## config.mk

```make
export PLATFORM = sky130hd
export DESIGN_NAME = pipe_result_drain
export DESIGN_NICKNAME = d
export VERILOG_FILES = /design/src/rtl/pipe_pkg.sv /design/src/rtl/pipe_drain_fifo.sv /design/src/rtl/pipe_result_drain.sv
export SDC_FILE = /design/constraint.sdc
export NUM_CORES = 1
export LEC_CHECK = 0
export BUFFER_PORTS_ARGS = -buffer_cell sky130_fd_sc_hd__buf_4
export CAP_MARGIN = 20
export CORE_MARGIN = 1.5
export CORE_UTILIZATION = 50
export DETAILED_ROUTE_END_ITERATION = 8
export MAX_ROUTING_LAYER = met4
export PLACE_DENSITY = 0.73
export SYNTH_ARGS = -nofsm -noshare
export SYNTH_HDL_FRONTEND = slang
export SYNTH_SLANG_ARGS = --single-unit
```

## constraint.sdc

```tcl
create_clock -name clk -period 3.4 [get_ports clk]
set_input_delay 0.34 -clock clk [delete_from_list [all_inputs] [get_ports clk]]
set_output_delay 0.34 -clock clk [all_outputs]
set_load 0.02 [all_outputs]
```

## src/rtl/pipe_pkg.sv

```systemverilog
// Shared constants and helpers for the pipe consumer side.
package pipe_pkg;

  localparam int PIPE_N     = 10;
  localparam int PIPE_LAT   = 3;
  localparam int PIPE_TAG_W = 8;

  // Width of a counter that must represent 0..depth inclusive.
  function automatic int cnt_w(input int depth);
    return $clog2(depth + 1);
  endfunction

endpackage

```

## src/rtl/pipe_drain_fifo.sv

```systemverilog
// Synchronous result FIFO with a registered head; no empty-to-output bypass.
module pipe_drain_fifo
  import pipe_pkg::*;
#(
  parameter int W     = 10,
  parameter int DEPTH = 4
) (
  input  logic                       clk,
  input  logic                       rst_n,
  input  logic                       push,
  input  logic [W-1:0]               push_data,
  input  logic                       pop,
  output logic [W-1:0]               head,
  output logic [$clog2(DEPTH+1)-1:0] count
);

  localparam int AW = $clog2(DEPTH);
  localparam int CW = cnt_w(DEPTH);

  logic [W-1:0]  mem [DEPTH];
  logic [AW-1:0] wr_ptr_reg, rd_ptr_reg, rd_ptr_next;
  logic [CW-1:0] count_reg, count_next, kept;
  logic [W-1:0]  head_reg;
  logic          pop_ok;

  assign pop_ok = pop && (count_reg != '0);

  always_comb begin
    rd_ptr_next = rd_ptr_reg + AW'(pop_ok);
    kept        = count_reg - CW'(pop_ok);
    count_next  = kept + CW'(push);
  end

  always_ff @(posedge clk) begin
    if (push) mem[wr_ptr_reg] <= push_data;
  end

  // The head register follows the entry at the new read pointer; when the
  // FIFO drained to empty on this edge the incoming word becomes the head.
  always_ff @(posedge clk or negedge rst_n) begin
    if (!rst_n) begin
      wr_ptr_reg <= '0;
      rd_ptr_reg <= '0;
      count_reg  <= '0;
      head_reg   <= '0;
    end else begin
      if (push) wr_ptr_reg <= wr_ptr_reg + AW'(1);
      rd_ptr_reg <= rd_ptr_next;
      count_reg  <= count_next;
      if (count_next != '0)
        head_reg <= (kept == '0) ? push_data : mem[rd_ptr_next];
    end
  end

  assign head  = head_reg;
  assign count = count_reg;

endmodule

```

## src/rtl/pipe_result_drain.sv

```systemverilog
// Captures pipe results LAT cycles after each valid issue and meters issue credit.
// Optional issue tagging is enabled with macro PIPE_RESULT_DRAIN_TAG_EN.
module pipe_result_drain
  import pipe_pkg::*;
#(
  parameter int N     = PIPE_N,
  parameter int LAT   = PIPE_LAT,
  parameter int DEPTH = 4
) (
  input  logic                       clk,
  input  logic                       rst_n,
  input  logic                       in_valid,
  output logic                       issue_ready,
  input  logic [N-1:0]               F,
  output logic [N-1:0]               out_data,
  output logic                       out_valid,
  input  logic                       out_ready,
  output logic [$clog2(DEPTH+1)-1:0] count,
`ifdef PIPE_RESULT_DRAIN_TAG_EN
  output logic [PIPE_TAG_W-1:0]      out_tag,
`endif
  output logic [$clog2(DEPTH+1)-1:0] inflight,
  output logic                       drop_err
);

  localparam int CW = cnt_w(DEPTH);
`ifdef PIPE_RESULT_DRAIN_TAG_EN
  localparam int W = N + PIPE_TAG_W;
`else
  localparam int W = N;
`endif

  logic [LAT:1]  vld_reg, vld_next;
  logic          accept, tap, pop;
  logic [CW-1:0] inflight_reg, fifo_count;
  logic [CW:0]   credit_sum;
  logic          drop_err_reg;
  logic [W-1:0]  push_data, head;

  assign accept = in_valid && issue_ready;
  assign tap    = vld_reg[LAT];

  assign vld_next[1] = accept;
  for (genvar gi = 2; gi <= LAT; gi++) begin : g_vld
    assign vld_next[gi] = vld_reg[gi-1];
  end

  always_ff @(posedge clk or negedge rst_n) begin
    if (!rst_n) begin
      vld_reg      <= '0;
      inflight_reg <= '0;
      drop_err_reg <= 1'b0;
    end else begin
      vld_reg      <= vld_next;
      inflight_reg <= inflight_reg + CW'(accept) - CW'(tap);
      if (in_valid && !issue_ready) drop_err_reg <= 1'b1;
    end
  end

  // Credit counts results already promised to the FIFO; a same-cycle pop
  // is deliberately not credited so a capture can never find it full.
  assign credit_sum  = {1'b0, inflight_reg} + {1'b0, fifo_count};
  assign issue_ready = credit_sum < (CW+1)'(DEPTH);

`ifdef PIPE_RESULT_DRAIN_TAG_EN
  logic [PIPE_TAG_W-1:0] tag_cnt_reg;
  logic [PIPE_TAG_W-1:0] tag_reg  [1:LAT];
  logic [PIPE_TAG_W-1:0] tag_next [1:LAT];

  assign tag_next[1] = tag_cnt_reg;
  for (genvar gi = 2; gi <= LAT; gi++) begin : g_tag
    assign tag_next[gi] = tag_reg[gi-1];
  end

  always_ff @(posedge clk or negedge rst_n) begin
    if (!rst_n) begin
      tag_cnt_reg <= '0;
      for (int i = 1; i <= LAT; i++) tag_reg[i] <= '0;
    end else begin
      if (accept) tag_cnt_reg <= tag_cnt_reg + 8'd1;
      tag_reg <= tag_next;
    end
  end

  assign push_data = {tag_reg[LAT], F};
  assign out_tag   = head[W-1:N];
`else
  assign push_data = F;
`endif

  assign pop = out_valid && out_ready;

  pipe_drain_fifo #(
    .W     (W),
    .DEPTH (DEPTH)
  ) u_fifo (
    .clk       (clk),
    .rst_n     (rst_n),
    .push      (tap),
    .push_data (push_data),
    .pop       (pop),
    .head      (head),
    .count     (fifo_count)
  );

  assign out_data  = head[N-1:0];
  assign out_valid = (fifo_count != '0);
  assign count     = fifo_count;
  assign inflight  = inflight_reg;
  assign drop_err  = drop_err_reg;

endmodule
```

==> summary.txt, run 1 <==
Status
  – Status: finished clean

Critical path
  – Crit-path cells: or3_2 -> and2_1 -> ha_1 -> ha_1 -> inv_1 -> ha_1 -> nor3b_1 -> mux2i_1 -> buf_4 -> nor2_1 -> a31oi_1
  – WP data required: ~3.6 ns
  – CP endpoint kind: flip-flop
  – Delay-heaviest family, CP: simple AND/OR/NAND/NOR gates
  – Crit Path Class: reg2reg
  – Critical Path AT: slightly above 3 ns
  – Crit Path Max Fanout: 20
  – Delay of the slowest cell on the worst path: roughly 0.50 ns
  – Worst Path Buf+Inv: 2
  – Worst Setup Start Kind: flip-flop
  – Critical path's most frequent cell: ha_1
  – CP max-delay cell: or3_2

Drt
  – Vias/cell: between 5 and 6
  – Total number of vias: ~1,500
  – Drc violations: 0
  – Final wirelength: approximately 4.6 mm
  – Detail Route Antenna Nets: 0
  – WL per Instance: around 16 um
  – Iteration-0 DRC Markers: 66
  – Pre-antenna DRT Iters: 4

Clocking
  – CTS H-Tree Depth: 3
  – Hold buffers post-CTS: 1
  – Setup bufs post-CTS: 0
  – CTS clk-pin slew, worst paths: around 0.070 ns
  – PostCTS Resize Cnt: 0
  – CTS buffer count: 9
  – Worst-Skew Late Latency: about 0.34 ns
  – TritonCTS clock tree: done
  – # clock sinks: 64
  – CTS root buffer: clkbuf_8
  – CTS Buffer Depth: 2

Floorplanning
  – Die area: roughly 5800 um^2
  – Die X: approximately 76 um
  – Ports: 33
  – Initial Utilization: approximately half
  – Core area: a little over 5000 um^2
  – Die height: about 76 um
  – Row Count: 26

Timing
  – Setup ws final: 0.567 ns
  – Worst clock skew: about 0.0085 ns
  – RSZ-0062 raised after global routing: no
  – Smallest hold slack: approximately 0.22 ns
  – Final Hold Fails: 0
  – Setup TNS: 0 ns
  – Final setup viols: 0
  – Slew Limit Headroom: between 50 and 60%
  – Max Clk Rate: approximately 0.35 GHz
  – Minimum clock period: about 2.8 ns
  – Period utilisation layout: 83.3%
  – Worst-Margin Slew: ~0.62 ns
  – Max Transition Viols Final: 0

Global routing
  – Initial antenna violation count: 0
  – Vias in the first global route: 1,524
  – All-layer global routing usage: approximately a fifth
  – First-pass GRT wire length: about 7.3 mm
  – Pin count of the biggest net entering global routing: 25
  – GR Overflow Total: 0

Logic synthesis
  – Synth area leaders: edfxtp_1, dfrtp_1, ha_1, mux4_2, mux4_1
  – Mapped Nets: slightly below 200
  – Post-synth cell types: 26
  – FF+latch count, synth: 64
  – Sequential fraction of the synthesis area: between 60% and 70%
  – Syn Inst Count: about 170
  – Synth Warn #: 0
  – Cell Area, Synth: 2650 um^2
  – Cell taking the most area after synthesis: edfxtp_1
  – Syn_area_per_cell: roughly 16 um^2
  – Share of the synthesized area in the top cell type: ~45%

Placement
  – HPWL Detailed: roughly 3.2 mm
  – Placed insts: around 270
  – I/O Buffers: 32
  – Pre-CTS WS: 0.568 ns
  – Post-Place Cell Area: 2950 um^2
  – GPL Wtd Cong: roughly 0.76

Finish
  – Fin util: around three fifths
  – Post-Layout Inst Area: 3130 um^2
  – Fillers: 403
  – Number of flip-flops under the largest register name: 40
  – ANT cells: 0
  – Nets: ~240
  – Post-Layout Cell Count: 283
  – Area Overhead vs Synth: 17.8%
  – Layout cells sized above 1: approximately 26%

Power and ir drop
  – Pleak: ~1.3 nW
  – PnR Total Power: just over 3 mW
  – Worst ir drop on vdd: ~0.45 mV
  – Power Dens Cells: slightly below 1000 nW/um^2

Job
  – Max-Cap Viols: 0

Hold path
  – Hold Path Class: in2reg
==> path summary, 6_finish.rpt <==
kind / cells past startpoint / from / endpoint / slack, ns
min in group asynchronous: 2 / rst_n / u_fifo.head[5]$_DFFE_PN0P_ / 0.44
setup reg to reg: 11 / u_fifo.count[2]$_DFF_PN0_ / u_fifo.head[6]$_DFFE_PN0P_ / 0.57
max in group asynchronous: 2 / rst_n / u_fifo.head[0]$_DFFE_PN0P_ / 2.72
hold / removal: 1 / F[5] / u_fifo.mem[2][5]$_DFFE_PP_ / 0.22
setup / recovery: 11 / u_fifo.count[2]$_DFF_PN0_ / u_fifo.head[6]$_DFFE_PN0P_ / 0.57
hold reg to reg: 0 / vld_reg[2]$_DFF_PN0_ / vld_reg[3]$_DFF_PN0_ / 0.36
==> layout by cell type, fill, tap and decap left out <==
master / n
edfxtp_1: 40
buf_4: 34
dfrtp_1: 24
nand2_1: 22
ha_1: 13
inv_1: 11
nor2_1: 10
a31oi_1: 10
clkbuf_8: 9
mux4_2: 6
and2_1: 5
mux4_1: 4
clkinv_1: 4
xnor2_1: 3
xor2_1: 2
and3_1: 2
clkinvlp_4: 2
or3_2: 1
nor4_1: 1
xnor2_2: 1
nand3_2: 1
nor3b_1: 1
nor3_1: 1
mux2i_1: 1
o21bai_1: 1
o21ai_0: 1
fa_1: 1
clkinv_4: 1
dlygate4sd3_1: 1
==> synthesized netlist by cell type <==
master,instances
nor2_1,10
mux4_1,4
buf_4,2
xnor2_2,1
xor2_1,2
buf_2,1
o21bai_1,1
nor3_1,1
edfxtp_1,40
nand2_1,22
o21ai_0,1
mux4_2,6
xnor2_1,3
nand3_2,1
mux2i_1,1
nor4_1,1
a31oi_1,10
dfrtp_1,24
and3_1,2
fa_1,1
buf_6,2
ha_1,13
nor3b_1,1
or3_2,1
and2_1,5
inv_1,11
==> report_power, final <==
part	internal (mW)	total [mW]	switching, mW
logic	0.612	1.33	0.721
registers	1.03	1.15	0.117
clock network	0.255	0.542	0.286
==> worst reg2reg max path, cell delays in order (launching register included) <==
cell	delay, ns
dfrtp_1	0.43
or3_2	0.50
and2_1	0.20
ha_1	0.18
ha_1	0.32
inv_1	0.05
ha_1	0.31
nor3b_1	0.21
mux2i_1	0.10
buf_4	0.21
nor2_1	0.13
a31oi_1	0.06
==> per-layer routing <==
| layer | vias to the layer above | part of all wire [%] | wire, um | global-route usage (%) |
|---|---|---|---|---|
| met2 | 37 | 53 | 2440 | 31.1 |
| met1 | 738 | 42 | 1920 | 22.6 |
| met3 | 5 | 4.7 | 220 | 4.76 |
| li1 | 691 | - | - | - |
| met4 | 0 | 1.1 | 52 | 10.1 |
| met5 | - | 0 | 0 | - |
==> area by class of cell <==
class	count	area [um^2]	area share (%)
Multi-Input combinational cell	87	768	24.6
Inverter	11	41.3	1.32
Clock inverter	7	38.8	1.24
Tap cell	70	87.6	2.80
Timing Repair Buffer	35	265	8.48
Clock buffer	9	124	3.96
Sequential cell	64	1800	57.6
==> cell families (layout without fill, tap and decap cells) <==
group	after synthesis	after routing	synth area share, %
buffers and inverters	16	62	3.16
adders and majority gates	14	14	6.88
xor gates and xnor gates	6	6	2.26
AOI/OAI and AO/OA	12	12	2.83
and+or+nand+nor	44	44	7.54
DFF	64	64	67.9
muxes	11	11	9.43
(Power assumes the default switching activity.)
==> run 2: changes to the inputs <==
==> constraint.sdc (replaced) <==
create_clock -name clk -period 3 [get_ports clk]
set_input_delay 0.3 -clock clk [delete_from_list [all_inputs] [get_ports clk]]
set_output_delay 0.3 -clock clk [all_outputs]
set_load 0.02 [all_outputs]
==> run 2 against run 1 <==
Sequential share of layout area down 2.0 points. Cell count up 0.71%. First-iteration DRC count down 7.6%. Global-route usage up 0.68 points. Sequential power up 13%. Final area up 3.6%. Clock power up 66%. Core utilization up 2.2 points. Setup slack worse by 0.35 ns. Combinational power up 21%. Non-clock buffer count up 2. Fmax up 1.9%.
==> summary.txt, run 2 (same netlist as run 1, synthesis figures left out) <==
Critical path
  – WP data required: 3.21 ns (-0.40 ns)
  – Worst Path Buf+Inv: 2 (unchanged)
  – Critical path's most frequent cell: ha_1
  – Delay of the slowest cell on the worst path: 0.48 ns (-0.02 ns)
  – Delay-heaviest family, CP: simple AND/OR/NAND/NOR gates
  – Crit Path Max Fanout: 20 (unchanged)
  – Critical Path AT: 2.99 ns (-0.05 ns)
  – Worst R2R Start: u_fifo.count[0]$_DFF_PN0_
  – Worst Setup SP: u_fifo.count[0]$_DFF_PN0_
  – Worst Setup Start Kind: flip-flop
  – Crit Path Class: reg2reg
  – CP max-delay cell: or3_2
  – Crit-path cells: or3_2 -> and2_1 -> ha_1 -> ha_1 -> inv_1 -> ha_1 -> nor3_2 -> mux2i_1 -> buf_4 -> nor2_1 -> a31oi_1
  – CP endpoint kind: flip-flop

Finish
  – Area of the multi-input gates: 785 um^2 (+2.1%)
  – ANT cells: 0 (unchanged)
  – Number of flip-flops under the largest register name: 40 (unchanged)
  – Area Overhead vs Synth: 22.1%
  – Nets: 238 (+0.85%)
  – Layout cells sized above 1: 29.3% (+3.5 points)
  – Most common cell after layout, fill and taps aside: edfxtp_1
  – Post-Layout Inst Area: 3240 um^2 (+3.6%)
  – Register area: 1800 um^2 (unchanged)
  – Most frequent cells in the layout: edfxtp_1, buf_4, dfrtp_1
  – Fillers: 381 (-5.5%)

Timing
  – Slew Limit Headroom: 61.1% (+2.4 points)
  – Final Hold Fails: 0 (unchanged)
  – Worst clock skew: 0.00804 ns (-0.000453 ns)
  – Final setup viols: 0 (unchanged)
  – Smallest hold slack: 0.178 ns (-0.0370 ns)
  – Period utilisation layout: 92.6% (+9.3 points)
  – Max Transition Viols Final: 0 (unchanged)
  – Worst-Margin Slew: 0.583 ns (-0.0364 ns)
  – Max Clk Rate: 0.360 GHz (+1.9%)
  – Setup TNS: 0 ns (unchanged)
  – Minimum clock period: 2.78 ns (-0.0539 ns)
  – Setup ws final: 0.221 ns (-0.346 ns)

Drt
  – Vias/cell: 5.29 (+1.7%)
  – Drc violations: 0 (unchanged)
  – Total number of vias: 1,507 (+2.4%)
  – WL per Instance: 17.3 um (+5.9%)
  – Final wirelength: 4.94 mm (+6.7%)
  – Iteration-0 DRC Markers: 61 (-7.6%)
  – Detail Route Antenna Nets: 0 (unchanged)
  – Pre-antenna DRT Iters: 4 (unchanged)

Placement
  – Post-Place Cell Area: 2970 um^2 (+0.47%)
  – GPL Wtd Cong: 0.759 (+0.22%)
  – I/O Buffers: 32 (unchanged)
  – Pre-CTS WS: 0.169 ns (-0.399 ns)
  – HPWL Detailed: 3.24 mm (+2.5%)

Clocking
  – # clock sinks: 64 (unchanged)
  – CTS Buffer Depth: 2 (unchanged)
  – CTS clk-pin slew, worst paths: 0.07 ns (about the same)
  – TritonCTS clock tree: done
  – CTS buffer count: 9 (unchanged)
  – CTS H-Tree Depth: 3 (unchanged)
  – CTS root buffer: clkbuf_8
  – Worst-Skew Late Latency: 0.33 ns (about the same)

Power and ir drop
  – Power Dens Cells: 1180 nW/um^2 (+22%)
  – Worst ir drop on vdd: 0.535 mV (+20%)
  – PnR Total Power: 3.81 mW (+26%)
  – Pleak: 1.35 nW (+4.8%)

Floorplanning
  – Ports: 33 (unchanged)
  – Die X: 75.9 um (unchanged)
  – Row Count: 26 (unchanged)
  – Die height: 75.9 um (unchanged)
  – Initial Utilization: 52.0% (unchanged)
  – Core area: 5110 um^2 (unchanged)
  – Die area: 5750 um^2 (unchanged)

Global routing
  – Vias in the first global route: 1,570 (+3.0%)
  – Initial antenna violation count: 0 (unchanged)
  – Pin count of the biggest net entering global routing: 25 (unchanged)
  – GR Overflow Total: 0 (unchanged)
  – First-pass GRT wire length: 7.69 mm (+5.6%)
  – All-layer global routing usage: 20.1% (+0.68 points)

Hold path
  – Beginning of the worst hold path: F[9]
  – Hold Path Class: in2reg

Status
  – Status: finished clean

Job
  – Max-Cap Viols: 0 (unchanged)
## run 2: cell type report
type | count | area share (%)
flip-flops and latches | 64 | 55.6
repair buffers | 37 | 8.65
clock buffers | 11 | 4.36
inverters | 11 | 1.27
well taps | 70 | 2.70
multi-input cells | 87 | 24.2
clock inverters | 5 | 3.20
## run 2: worst register-to-register path: stages (launching register included)
cell     delay [ns]
dfrtp_1        0.41
or3_2          0.48
and2_1         0.19
ha_1           0.18
ha_1           0.32
inv_1          0.06
ha_1           0.35
nor3_2         0.18
mux2i_1        0.09
buf_4          0.21
nor2_1         0.13
a31oi_1        0.06
## run 2: path summary, 6_finish.rpt
kind,depth (start not counted),slack (ns),end
worst max-delay path,11,0.22,u_fifo.head[9]$_DFFE_PN0P_
worst min-delay path,1,0.18,u_fifo.mem[1][9]$_DFFE_PP_
worst max register to register,11,0.22,u_fifo.head[9]$_DFFE_PN0P_
worst min register to register,0,0.37,vld_reg[2]$_DFF_PN0_
max in group asynchronous,2,2.34,u_fifo.head[0]$_DFFE_PN0P_
min in group asynchronous,2,0.40,inflight[0]$_DFF_PN0_
## run 2: metal layers
| metal | vias to the layer above | track usage [%] | share of wire [%] |
|---|---|---|---|
| met2 | 42 | 31.3 | 50 |
| met1 | 761 | 24.4 | 44 |
| met5 | - | - | 0 |
| met4 | 0 | 9.92 | 1.7 |
| met3 | 9 | 5.03 | 4.0 |
| li1 | 695 | - | - |
## run 2: per-stage QoR
step	util (%)	cells
floorplan	-	167
CTS	63.1	284
global route	63.4	285
finish	63.4	285
global placement	58.1	267
detailed placement	58.1	267
## run 2: timing repair
item	4_1_cts	5_1_grt
endpoints found under the hold margin	24	0
gates resized for setup	0	2
endpoints found under the setup margin	0	9
hold buffers	1	0
buffers inserted	0	1
## run 2: where the power goes
part	internal, mW	switching (mW)	total, mW
Combinational	0.733	0.882	1.61
Clock	0.575	0.323	0.898
Sequential	1.17	0.133	1.30
==> run 3: changes to the inputs <==
--- a/config.mk
+++ b/config.mk
@@ -12,6 +12,8 @@
 export DETAILED_ROUTE_END_ITERATION = 8
 export MAX_ROUTING_LAYER = met4
 export PLACE_DENSITY = 0.73
+export RECOVER_POWER = 100
 export SYNTH_ARGS = -nofsm -noshare
 export SYNTH_HDL_FRONTEND = slang
+export SYNTH_HIERARCHICAL = 1
 export SYNTH_SLANG_ARGS = --single-unit
==> run 3 against run 2 <==
Power grew 0.81%. Clock skew grew 0.0022 ns. Synthesized cell count grew 1.8%. Non-clock buffer count shrank 1. First-iteration DRC count grew 74%. Register-to-register slack gained 0.03 ns. Die area grew 0.54%. Synthesized area grew 0.57%. Via count grew 0.33%. Core utilization shrank 3.1 points. Clock-buffer cell count shrank 1. Hold slack gained 0.10 ns. Critical path type unchanged.
==> summary.txt, run 3 <==
Status
  – Status: finished clean

Drt
  – Vias/cell: 5.27 (-0.37%)
  – Final wirelength: 4.88 mm (-1.2%)
  – Pre-antenna DRT Iters: 4 (unchanged)
  – Detail Route Antenna Nets: 0 (unchanged)
  – Drc violations: 0 (unchanged)
  – WL per Instance: 17.0 um (-1.9%)
  – Total number of vias: 1,512 (+0.33%)
  – Iteration-0 DRC Markers: 106 (+74%)

Power and ir drop
  – PnR Total Power: 3.84 mW (+0.81%)
  – Sw Ratio: 37.6% (+2.5 points)
  – Comb power frac: 43.9% (+1.5 points)
  – Power Dens Cells: 1240 nW/um^2 (+5.4%)
  – Flop pwr share: 35.7% (+1.6 points)
  – Pleak: 1.20 nW (-11%)
  – Internal power: 2.40 mW (-3.1%)
  – Worst ir drop on vdd: 0.613 mV (+14%)
  – Clock share of power: 20.4% (-3.2 points)
  – Sw Pwr: 1.45 mW (+8.0%)

Global routing
  – Pin count of the biggest net entering global routing: 25 (unchanged)
  – All-layer global routing usage: 19.0% (-1.0 points)
  – GR Overflow Total: 0 (unchanged)
  – Initial antenna violation count: 0 (unchanged)
  – First-pass GRT wire length: 7.98 mm (+3.9%)
  – Vias in the first global route: 1,611 (+2.6%)

Logic synthesis
  – Asr flop ratio synth: 37.5% (unchanged)
  – Main combinational cell family by area after synthesis: multiplexers
  – Syn Inst Count: 170 (+1.8%)
  – XOR/XNOR share of the synthesized area: 2.25% (-0.013 points)
  – Share of the synthesized area in the top cell type: 45.0% (-0.25 points)
  – Mux contribution to synthesized area: 8.95% (-0.47 points)
  – Syn_area_per_cell: 15.7 um^2 (-1.2%)
  – Most common cell in the netlist: edfxtp_1
  – FF+latch count, synth: 64 (unchanged)
  – Post-synth EDFFs: 40 (unchanged)
  – Post-synth cell types: 29 (+12%)
  – Synth area leaders: edfxtp_1, dfrtp_1, mux4_2, ha_1, nand2_1
  – Cell Area, Synth: 2670 um^2 (+0.57%)
  – Post-synthesis compound-gate area fraction: 3.05% (+0.22 points)
  – Primary FF master, synth: edfxtp_1
  – Mapped Nets: 198 (+1.5%)
  – Cell taking the most area after synthesis: edfxtp_1
  – Sequential fraction of the synthesis area: 67.5% (-0.38 points)
  – Simple-gate portion of the synthesized area: 8.53% (+0.99 points)
  – Adder-cell share of the synthesized area: 6.84% (-0.039 points)
  – Post-synth top cells: edfxtp_1, dfrtp_1, nand2_1
  – Synth Warn #: 6 (+6)

Finish
  – Area Overhead vs Synth: 16.2%
  – Post-Layout Inst Area: 3100 um^2 (-4.3%)
  – Most common cell after layout, fill and taps aside: edfxtp_1
  – Most frequent cells in the layout: edfxtp_1, clkbuf_1, dfrtp_1
  – Number of flip-flops under the largest register name: 40 (unchanged)
  – Layout cells sized above 1: 16.1% (-13 points)
  – Nets: 240 (+0.84%)
  – ANT cells: 0 (unchanged)

Floorplanning
  – Die height: 76.1 um (+0.27%)
  – Row Count: 26 (unchanged)
  – Die area: 5790 um^2 (+0.54%)
  – Core area: 5140 um^2 (+0.64%)
  – Initial Utilization: 51.9% (about the same)
  – Ports: 33 (unchanged)
  – Die X: 76.1 um (+0.27%)

Clocking
  – CTS H-Tree Depth: 3 (unchanged)
  – Setup bufs post-CTS: 0 (unchanged)
  – Worst-Skew Late Latency: 0.33 ns (about the same)
  – CTS Buffer Depth: 2 (unchanged)
  – TritonCTS clock tree: done
  – CTS clk-pin slew, worst paths: 0.07 ns (about the same)
  – CTS root buffer: clkbuf_8
  – # clock sinks: 64 (unchanged)
  – CTS buffer count: 9 (unchanged)

Placement
  – HPWL Detailed: 3.32 mm (+2.5%)
  – Post-Place Cell Area: 2980 um^2 (+0.29%)
  – I/O Buffers: 32 (unchanged)
  – GPL Wtd Cong: 0.755 (-0.53%)

Job
  – Max-Cap Viols: 0 (unchanged)

Critical path
  – CP endpoint kind: flip-flop
  – Worst Path Buf+Inv: 2 (unchanged)
  – Critical path's most frequent cell: ha_1
  – WP data required: 3.24 ns (+0.03 ns)
  – Delay-heaviest family, CP: adder cells
  – Crit Path Max Fanout: 20 (unchanged)
  – Critical Path AT: 2.99 ns (about the same)
  – Delay of the slowest cell on the worst path: 0.42 ns (-0.06 ns)
  – CP max-delay cell: dfrtp_1
  – Crit-path cells: or3_4 -> and2_0 -> o31a_1 -> ha_1 -> ha_1 -> inv_1 -> ha_1 -> nor3_2 -> mux2i_1 -> buf_6 -> nor2_1 -> a31oi_1
  – Worst Setup Start Kind: flip-flop
  – Crit Path Class: reg2reg

Timing
  – Smallest hold slack: 0.278 ns (+0.0996 ns)
  – Slew Limit Headroom: 14.8% (-46 points)
  – Max Transition Viols Final: 0 (unchanged)
  – Setup TNS: 0 ns (unchanged)
  – Max Clk Rate: 0.364 GHz (+1.2%)
  – Minimum clock period: 2.75 ns (-0.0319 ns)
  – RSZ-0062 raised after global routing: no
  – Worst clock skew: 0.0103 ns (+0.00224 ns)
  – Period utilisation layout: 91.6% (-1.1 points)
  – Final setup viols: 0 (unchanged)
  – Final Hold Fails: 0 (unchanged)
  – Worst-Margin Slew: 1.28 ns (+0.695 ns)

Hold path
  – Hold Path Class: in2reg
==> run 3: kinds of logic after synthesis <==
logic type,after synthesis
fa+ha+maj,14
simple gates,48
compound gates,13
flops,64
mux,11
xor+xnor,6
buf+inv,14
==> run 3: tightest hold or removal path, delay by kind of cell <==
family | cells | cell delay (ns)
AOI/OAI and AO/OA | 1 | 0.07
buffers and inverters | 1 | 0.12
and+or+nand+nor | 1 | 0.07
==> run 3: power by group through the flow <==
| stage | combinational, mW | clock [mW] | sequential [mW] |
|---|---|---|---|
| after detailed placement | 1.78 | 0 | 1.39 |
| after floorplan | 1.19 | 0 | 1.48 |
| after global placement | 1.69 | 0 | 1.37 |
| after CTS | 1.78 | 0.800 | 1.38 |
| final | 1.69 | 0.784 | 1.37 |
| after global routing | 1.90 | 0.839 | 1.41 |
==> run 3: final cells by class <==
class                      count  area, um^2
clock inverter                 6        83.8
inverter                       9        33.8
sequential                    64        1800
clock buffer                  10         128
fill                         427        2040
tap                           70        87.6
multi-input combinational     92         798
timing repair buffer          36         168
==> run 3: per-stage QoR <==
stage	worst slack, ns	util, %	cells
global route	0.0223	60.3	287
CTS	0.216	62.2	287
global placement	0.348	57.9	270
floorplan	0.284	-	170
detailed placement	0.234	57.9	270
finish	0.253	60.3	287
==> run 3: per-layer routing <==
metal  vias to the layer above  track usage, %  share of wire [%]
met1                       762            23.3                 41
met4                         0            6.67                1.4
met5                         -               -                  0
met3                         7            5.27                4.7
li1                        706               -                  -
met2                        37            30.8                 53
==> run 3: worst paths after layout <==
check                      cells past startpoint                 startpoint                               end  slack, ns
max                                           12  u_fifo/count[0]$_DFF_PN0_        u_fifo/head[4]$_DFFE_PN0P_       0.25
min                                            3                       F[6]        u_fifo/head[6]$_DFFE_PN0P_       0.28
max reg2reg                                   12  u_fifo/count[0]$_DFF_PN0_        u_fifo/head[4]$_DFFE_PN0P_       0.25
min reg2reg                                    0       vld_reg[1]$_DFF_PN0_              vld_reg[2]$_DFF_PN0_       0.35
max in group asynchronous                      2                      rst_n  u_fifo/wr_ptr_reg[1]$_DFFE_PN0P_       1.46
min in group asynchronous                      2                      rst_n        u_fifo/head[3]$_DFFE_PN0P_       0.77
==> run 3: what timing repair did <==
action	CTS	global route
resized for setup	0	3
hold buffers	1	0
setup endpoints to repair	0	10
hold endpoints to repair	24	0
